==> config.mk <==
export PLATFORM = sky130hd
export DESIGN_NAME = clk_div_sequencer
export DESIGN_NICKNAME = d
export VERILOG_FILES = /design/src/rtl/clk_div_sequencer_pkg.sv /design/src/rtl/clk_div_counter.sv /design/src/rtl/clk_div_sequencer.sv
export SDC_FILE = /design/constraint.sdc
export NUM_CORES = 1
export LEC_CHECK = 0
export BUFFER_PORTS_ARGS = -buffer_cell sky130_fd_sc_hd__buf_2
export CAP_MARGIN = 20
export CELL_PAD_IN_SITES_DETAIL_PLACEMENT = 1
export CELL_PAD_IN_SITES_GLOBAL_PLACEMENT = 1
export CORE_ASPECT_RATIO = 1.75
export CORE_MARGIN = 2
export CORE_UTILIZATION = 43
export CTS_CLUSTER_SIZE = 10
export DETAILED_ROUTE_END_ITERATION = 10
export PLACE_DENSITY = 0.8
export SYNTH_ARGS = -nofsm -noshare
export SYNTH_HDL_FRONTEND = slang
export SYNTH_SLANG_ARGS = --single-unit
==> constraint.sdc <==
create_clock -name clk -period 2.9 [get_ports clk]
set_input_delay 0.29 -clock clk [delete_from_list [all_inputs] [get_ports clk]]
set_output_delay 0.29 -clock clk [all_outputs]
set_load 0.1 [all_outputs]
==> src/rtl/clk_div_sequencer_pkg.sv <==
// clk_div_sequencer_pkg: FSM state encodings and requester ids for the divider sequencer.
package clk_div_sequencer_pkg;
    typedef enum logic [1:0] {
        IDLE      = 2'd0,
        WAIT_WRAP = 2'd1,
        SETTLE    = 2'd2
    } state_t;
    localparam logic REQ_HOST = 1'b0;
    localparam logic REQ_CFG  = 1'b1;
endpackage

==> src/rtl/clk_div_counter.sv <==
// clk_div_counter: free-running divider; tick whenever cnt reaches or passes the threshold in force.
module clk_div_counter #(
    parameter int               WIDTH     = 24,
    parameter logic [WIDTH-1:0] RESET_THR = 100
) (
    input  logic             clk,
    input  logic             rst_n,
    input  logic             load,
    input  logic [WIDTH-1:0] load_thr,
    output logic             tick,
    output logic [WIDTH-1:0] cur_thr
);
    logic [WIDTH-1:0] cnt;
    assign tick = cnt >= cur_thr;
    always_ff @(posedge clk or negedge rst_n) begin
        if (!rst_n) begin
            cnt     <= '0;
            cur_thr <= RESET_THR;
        end else begin
            cnt     <= tick ? '0 : cnt + 1'b1;
            cur_thr <= load ? load_thr : cur_thr;
        end
    end
endmodule

==> src/rtl/clk_div_sequencer.sv <==
// clk_div_sequencer: arbitrates threshold changes, applies them at a period boundary and
// holds div_ready low for a settle window so downstream FSMs never see a runt period.
module clk_div_sequencer
    import clk_div_sequencer_pkg::*;
#(
    parameter int               WIDTH        = 24,
    parameter logic [WIDTH-1:0] RESET_THR    = 24'd100,
    parameter int               SETTLE_TICKS = 4
) (
    input  logic             clk,
    input  logic             rst_n,
    input  logic [1:0]       req,
    input  logic [WIDTH-1:0] thr0,
    input  logic [WIDTH-1:0] thr1,
    output logic [1:0]       ack,
    output logic             tick,
    output logic [WIDTH-1:0] cur_thr,
    output logic             div_ready,
    output logic             busy
);
    localparam int SW = $clog2(SETTLE_TICKS + 1);
    state_t          state, state_nx;
    logic            gnt_id, gnt_nx, rr_last, take, apply, settle_done;
    logic [WIDTH-1:0] pend_thr;
    logic [SW-1:0]   settle_cnt;
    clk_div_counter #(.WIDTH(WIDTH), .RESET_THR(RESET_THR)) u_counter (
        .clk      (clk),
        .rst_n    (rst_n),
        .load     (apply),
        .load_thr (pend_thr),
        .tick     (tick),
        .cur_thr  (cur_thr)
    );
    assign busy = state != IDLE;
    // On a tie the requester that did not win last time is granted.
    assign gnt_nx = (&req) ? ~rr_last : req[REQ_CFG];
    always_comb begin
        ack         = '0;
        take        = state == IDLE && |req;
        apply       = state == WAIT_WRAP && tick;
        settle_done = state == SETTLE && tick && settle_cnt == '0;
        ack[gnt_id] = apply;
        state_nx    = take ? WAIT_WRAP : apply ? SETTLE : settle_done ? IDLE : state;
    end
    always_ff @(posedge clk or negedge rst_n) begin
        if (!rst_n) begin
            state      <= IDLE;
            gnt_id     <= REQ_HOST;
            rr_last    <= REQ_CFG;
            pend_thr   <= RESET_THR;
            settle_cnt <= '0;
            div_ready  <= 1'b1;
        end else begin
            state <= state_nx;
            if (take) begin
                gnt_id   <= gnt_nx;
                rr_last  <= gnt_nx;
                pend_thr <= gnt_nx ? thr1 : thr0;
            end
            if (apply) begin
                div_ready  <= 1'b0;
                settle_cnt <= SW'(SETTLE_TICKS - 1);
            end else if (state == SETTLE && tick) begin
                div_ready  <= settle_done;
                settle_cnt <= settle_done ? settle_cnt : settle_cnt - 1'b1;
            end
        end
    end
endmodule
Word-level counts from Yosys, hierarchy flattened
Index checks and enable logic that the tools add are counted.

word-level totals
  RAM bits = 0
  bits of input ports = 52
  latch bits = 0
  output and inout port bits = 29
  bits in registers = 80
  memories kept = 0
  memory bits (read-only) = 0
  logic and storage cells = 44

operators by class
  order comparisons = 3
  $mul = 0
  equality and inequality tests = 3
  reductions and logical operators = 13
  muxes and demuxes = 13
  div/mod/pow operators = 0
  bitwise gates (word level) = 2
  $add $sub $neg = 2
  shift-type cells = 0

operators with widths
  cell                                                                      count
  24-bit 2-to-1 mux                                                         2
  24-bit by 1-bit adder with 24-bit output (second input constant)          1
  24-bit >= comparator                                                      1
  3-bit 2-to-1 mux                                                          3
  2-bit 2-to-1 mux                                                          3
  1-bit logical AND                                                         5
  1-bit 2-to-1 mux                                                          4
  2-bit AND reduction                                                       2
  2-bit nonzero test                                                        2
  3-bit logical NOT                                                         1
  3-bit nonzero test                                                        1
  3-bit by 1-bit subtractor with 3-bit output (second input constant)       1
  2-bit bitwise AND                                                         1
  2-bit by 1-bit equality test with 1-bit output (second input constant)    1
  2-bit equality test (second input constant)                               1
  2-bit logical NOT                                                         1
  1-bit by 2-bit < comparator with 1-bit output (second input constant)     1
  2-bit by 1-bit inequality test with 1-bit output (second input constant)  1
  2-bit OR reduction                                                        1
  1-bit demux with 1-bit select                                             1
  1-bit >= comparator (second input constant)                               1
  1-bit inverter                                                            1

Depth between registers and ports, before layout
  depth in word-level cells = 6
  depth in mapped cells = 9
  depth with buffers taken out = 8

By module
Synthesis repeated with hierarchy kept, for this count alone.

unflattened totals
  cell total of the unflattened synthesis = 417
  area, all modules = 4433.0 um2

by module, submodules not included
  module             seq. area each (um2)  area each (um2)  cells each  instances
  clk_div_counter    1204.9                2737.6           293         1
  clk_div_sequencer  807.0                 1695.4           124         1

Least setup slack after synthesis
Ideal clock, no wire load.

  path type = register -> output
  start = register u_counter.cur_thr[22]
  end = output port ack[0]
  required time = 2.610 ns
  slack = -1.147 ns
  path buffers = 1
  arrival = 3.757 ns
  stages on the path, launching flop included = 10
  path through = dfrtp_1 > inv_1 > ha_1 > nand4_1 > nor4_2 > nand4_1 > nor2_4 > o21ai_4 > buf_6 > nor2_1

on the way
  word-level cells in the longest chain between the ends = 3

RTL lines
  what                         RTL line                 RTL
  start, declared              clk_div_counter.sv:11    output logic [WIDTH-1:0] cur_thr
  start signal, assigned       clk_div_counter.sv:21    cur_thr <= load ? load_thr : cur_thr;
  24-bit >= comparator         clk_div_counter.sv:14    assign tick = cnt >= cur_thr;
  1-bit logical AND            clk_div_sequencer.sv:40  apply = state == WAIT_WRAP && tick;
  2-bit bitwise AND (no line)  -
  end, declared                clk_div_sequencer.sv:15  output logic [1:0] ack,

Every way passes these cells.

Final worst setup path
  start = register u_counter.cnt[9]
  end = output port ack[1]

on the way
  word-level cells in the longest chain between the ends = 3

RTL lines
  what                         RTL line                 RTL
  start, declared              clk_div_counter.sv:13    logic [WIDTH-1:0] cnt;
  start signal, assigned       clk_div_counter.sv:20    cnt <= tick ? '0 : cnt + 1'b1;
  24-bit >= comparator         clk_div_counter.sv:14
  1-bit logical AND            clk_div_sequencer.sv:40
  2-bit bitwise AND (no line)  -

Every way passes these cells.

==> reports/metrics.csv <==
stage,metric,value,unit
grt,largest net degree at the start of global routing,81,
critical_path,crit path kind,reg2out,
synth,Mapped Area,4150,um^2
routing,Residual DRC,0,
routing,via-per-instance ratio,5.43,
final_layout,Final Non-Filler Cells,622,
floorplanning,DIE WIDTH,78.3,um
sta,Slew HR,0.328,
synth,"top cells by count, synth","72 x dfrtp_1, 65 x nor2_1, 32 x inv_1",
power_and_ir_drop,Power Dens Cells,700,nW/um^2
synth,number of synthesized flops with an enable pin,0,
power_and_ir_drop,peak supply drop,0.518,mV
synth,"top cells by area, synth","dfrtp_1 43%, ha_1 8.1%, nor2_1 5.9%",
floorplanning,Initial Utilization,0.441,
final_layout,Layout Nets,574,
synth,mux share of post-synthesis cell area,0.123,
critical_path,reg2reg setup slack,130,ps
routing,final wirelength,11900,um
clock_tree,total CTS buffers,9,
synth,Synth area leader,dfrtp_1,
critical_path,"Data required, critical path",2610,ps
power_and_ir_drop,share of power burned in registers,0.441,
synth,count of cell types in the netlist,46,
synth,Synth Area per Inst,10.4,um^2
power_and_ir_drop,Net Sw Frac,0.351,
place,post-place instance area,4820,um^2
synth,#FFs+latches synth,80,
routing,1st-pass router iterations,4,
critical_path,critical path capture point type,output port,
routing,routed vias,3380,
synth,Post-Synth Simple-Gate Area,0.130,
place,cell total after placement,592,
synth,Cells after Synth,399,
clock_tree,clock latency on the worst-skew pair,340,ps
sta,fmax,0.353,GHz
final_layout,Util after Layout,0.563,
critical_path,Reg2Reg Depth,10,
power_and_ir_drop,Total Power,0.00371,W
hold_path,Hold/Removal Path Class,in2async,
synth,largest family of logic cells by synthesized area,simple AND/OR/NAND/NOR gates,
place,Port Buffers,80,
critical_path,"Max FO, Critical Path",3,
critical_path,Reg2Reg Capture Point,u_counter.cur_thr[12]$_DFFE_PN0P_,
power_and_ir_drop,combinational fraction of design power,0.253,
sta,min Tclk post-route,2830,ps
critical_path,Critical Path AT,2540,ps
critical_path,Startpoint Class,flip-flop,
synth,"count leader, synth",dfrtp_1,
flow_run,Max Cap Viol,0,
floorplanning,core area,9410,um^2
clock_tree,Longest Clk Path Bufs,2,
grt,met2 GRT Util,0.455,
critical_path,reg2reg start,u_counter.cnt[9]$_DFF_PN0_,
grt,number of global-route vias before repair,3824,
grt,initial antenna violation count,0,
sta,endpoints failing hold,0,
synth,Adder-Cell Fraction of Synth Area,0.0814,
place,detailed-placement wirelength estimate,7970,um
final_layout,post-route cell area,5300,um^2
sta,period utilization,0.976,
grt,global-route wire length before repair,18600,um
power_and_ir_drop,Net Sw Power,0.00130,W
power_and_ir_drop,leakage,2.53,nW
synth,sequential fraction of the synthesis area,0.485,
clock_tree,htree depth,3,
synth,Synthesized Nets,478,
routing,"antenna viol nets, final",0,
sta,Setup Skew,6.31,ps
final_layout,"Area growth, synth to finish",27.7,%
grt,total global-route track usage,0.236,
sta,unrepaired setup endpoints after global routing,true,
clock_tree,CTS tree,built,
sta,Least-Margin Pin Slew,1010,ps
sta,final slew viol count,0,
clock_tree,root cell of the clock tree,clkbuf_16,
place,routability cong.,0.768,
floorplanning,die area,10500,um^2
grt,met1 Resource Use GR,0.222,
status,outcome,completed,
synth,Async SR Flop Fraction,1.00,
final_layout,ant diodes,0,
clock_tree,clock sink count,80,
routing,drt wl/cell,19.1,um
floorplanning,row count,47,
synth,Synth Area in Compound Gates,0.0889,
floorplanning,Die Ht,134,um
routing,1st-iter DRT viols,141,
clock_tree,Worst-path clk slew,60,ps
synth,Synth warnings,0,
final_layout,share of layout cells above drive strength 1,0.362,
synth,area share of the largest cell type after synthesis,0.434,
power_and_ir_drop,clock share of power,0.306,
power_and_ir_drop,Int Pwr,0.00241,W
synth,main flop type after synthesis,dfrtp_1,
grt,gr ovfl total,0,
grt,busiest grt layer,met2,
floorplanning,I/O pins,81,
synth,Post-Synth XOR/XNOR Area,0.0464,
sta,Finish-stage setup viols,0,
grt,met3 Track Usage GR,0.0377,
-- per-stage QoR --
step	hold WS [ps]	setup TNS (ps)	setup WS [ps]
2_1_floorplan	-5.59	0	3.42
3_5_place_dp	483	0	243
5_1_grt	171	-54.9	-30.6
4_1_cts	150	0	5.30
6_report	111	0	69.7
3_3_place_gp	467	0	281
-- cell families (layout without fill, tap and decap cells) --
| family | after synthesis | after routing |
|---|---|---|
| compound gates | 58 | 58 |
| xor+xnor | 22 | 22 |
| fa+ha+maj | 27 | 27 |
| buf+inv | 46 | 147 |
| flops | 80 | 80 |
| mux | 48 | 48 |
| simple gates | 118 | 118 |
-- power by group through the flow --
stage | Sequential, W | Combinational [W] | Clock [W]
floorplan | 0.00180 | 0.000472 | 0
global placement | 0.00162 | 0.000863 | 0
detailed placement | 0.00164 | 0.000918 | 0
CTS | 0.00162 | 0.000932 | 0.00116
global route | 0.00167 | 0.00104 | 0.00120
finish | 0.00164 | 0.000939 | 0.00114
-- routing by layer --
layer  up-vias  part of all wire
met4         0             0.055
met2        97              0.58
met3        42             0.029
li1       1548                 -
met1      1693              0.34
met5         -                 0
-- state kept, by name, indices dropped and copies added, names as in the netlist --
register,count
state,2
pend_thr,24
u_counter.cnt,24
div_ready,1
gnt_id,1
rr_last,1
settle_cnt,3
u_counter.cur_thr,24
-- worst max-delay path by stage --
| stage | startpoint | end | slack (ps) | cells past startpoint |
|---|---|---|---|---|
| 2_1_floorplan | u_counter.cur_thr[18]$_DFFE_PN0P_ | ack[1] | 3 | 9 |
| 3_3_place_gp | u_counter.cur_thr[17]$_DFFE_PN0P_ | state[0]$_DFFE_PN0P_ | 280 | 9 |
| 3_5_place_dp | u_counter.cur_thr[19]$_DFFE_PN0P_ | state[0]$_DFFE_PN0P_ | 240 | 9 |
| 4_1_cts | u_counter.cur_thr[17]$_DFFE_PN0P_ | ack[1] | 5 | 10 |
| 5_1_grt | u_counter.cur_thr[19]$_DFFE_PN0P_ | ack[1] | -30 | 10 |
| 6_report | u_counter.cnt[9]$_DFF_PN0_ | ack[1] | 70 | 9 |
-- cell usage in the layout (no fill, tap or decap), types with 4 or more instances in the layout --
master / count
buf_2: 76
nor2_1: 62
dfrtp_1: 50
a21oi_1: 31
inv_1: 30
mux2i_1: 24
ha_1: 23
mux2_2: 20
nand2_1: 19
buf_4: 18
dfrtp_2: 16
xor2_1: 15
nand4_1: 10
clkbuf_16: 9
o21ai_0: 8
nand3_1: 7
xnor2_1: 7
dfrtp_4: 6
dfstp_2: 5
nor2_4: 4
and3_1: 4
mux2_1: 4
ha_4: 4
clkinvlp_4: 4
buf_12: 4
-- layout make-up --
cell class / instances / area (um^2)
clock inverters: 6 / 68.8
inverters: 32 / 120
fillers: 1082 / 4110
well taps: 122 / 153
flip-flops and latches: 80 / 2070
multi-input cells: 273 / 2040
repair buffers: 99 / 628
clock buffers: 10 / 229
-- worst max-delay path, stage by stage (launching register included) --
cell and delay (ps):
dfrtp_1 400, ha_1 330, a21o_1 170, a221o_1 300
a221oi_2 250, o211ai_2 200, o21ai_4 200, buf_12 140
nor2_4 40, buf_12 160
-- timing repair --
action	in CTS	in global routing
setup buffers	6	7
cloned	1	0
pin swaps	7	15
resized for setup	3	7
hold buffers	0	0
endpoints found under the setup margin	3	3
No activity file was read; power rests on OpenSTA's default activity.
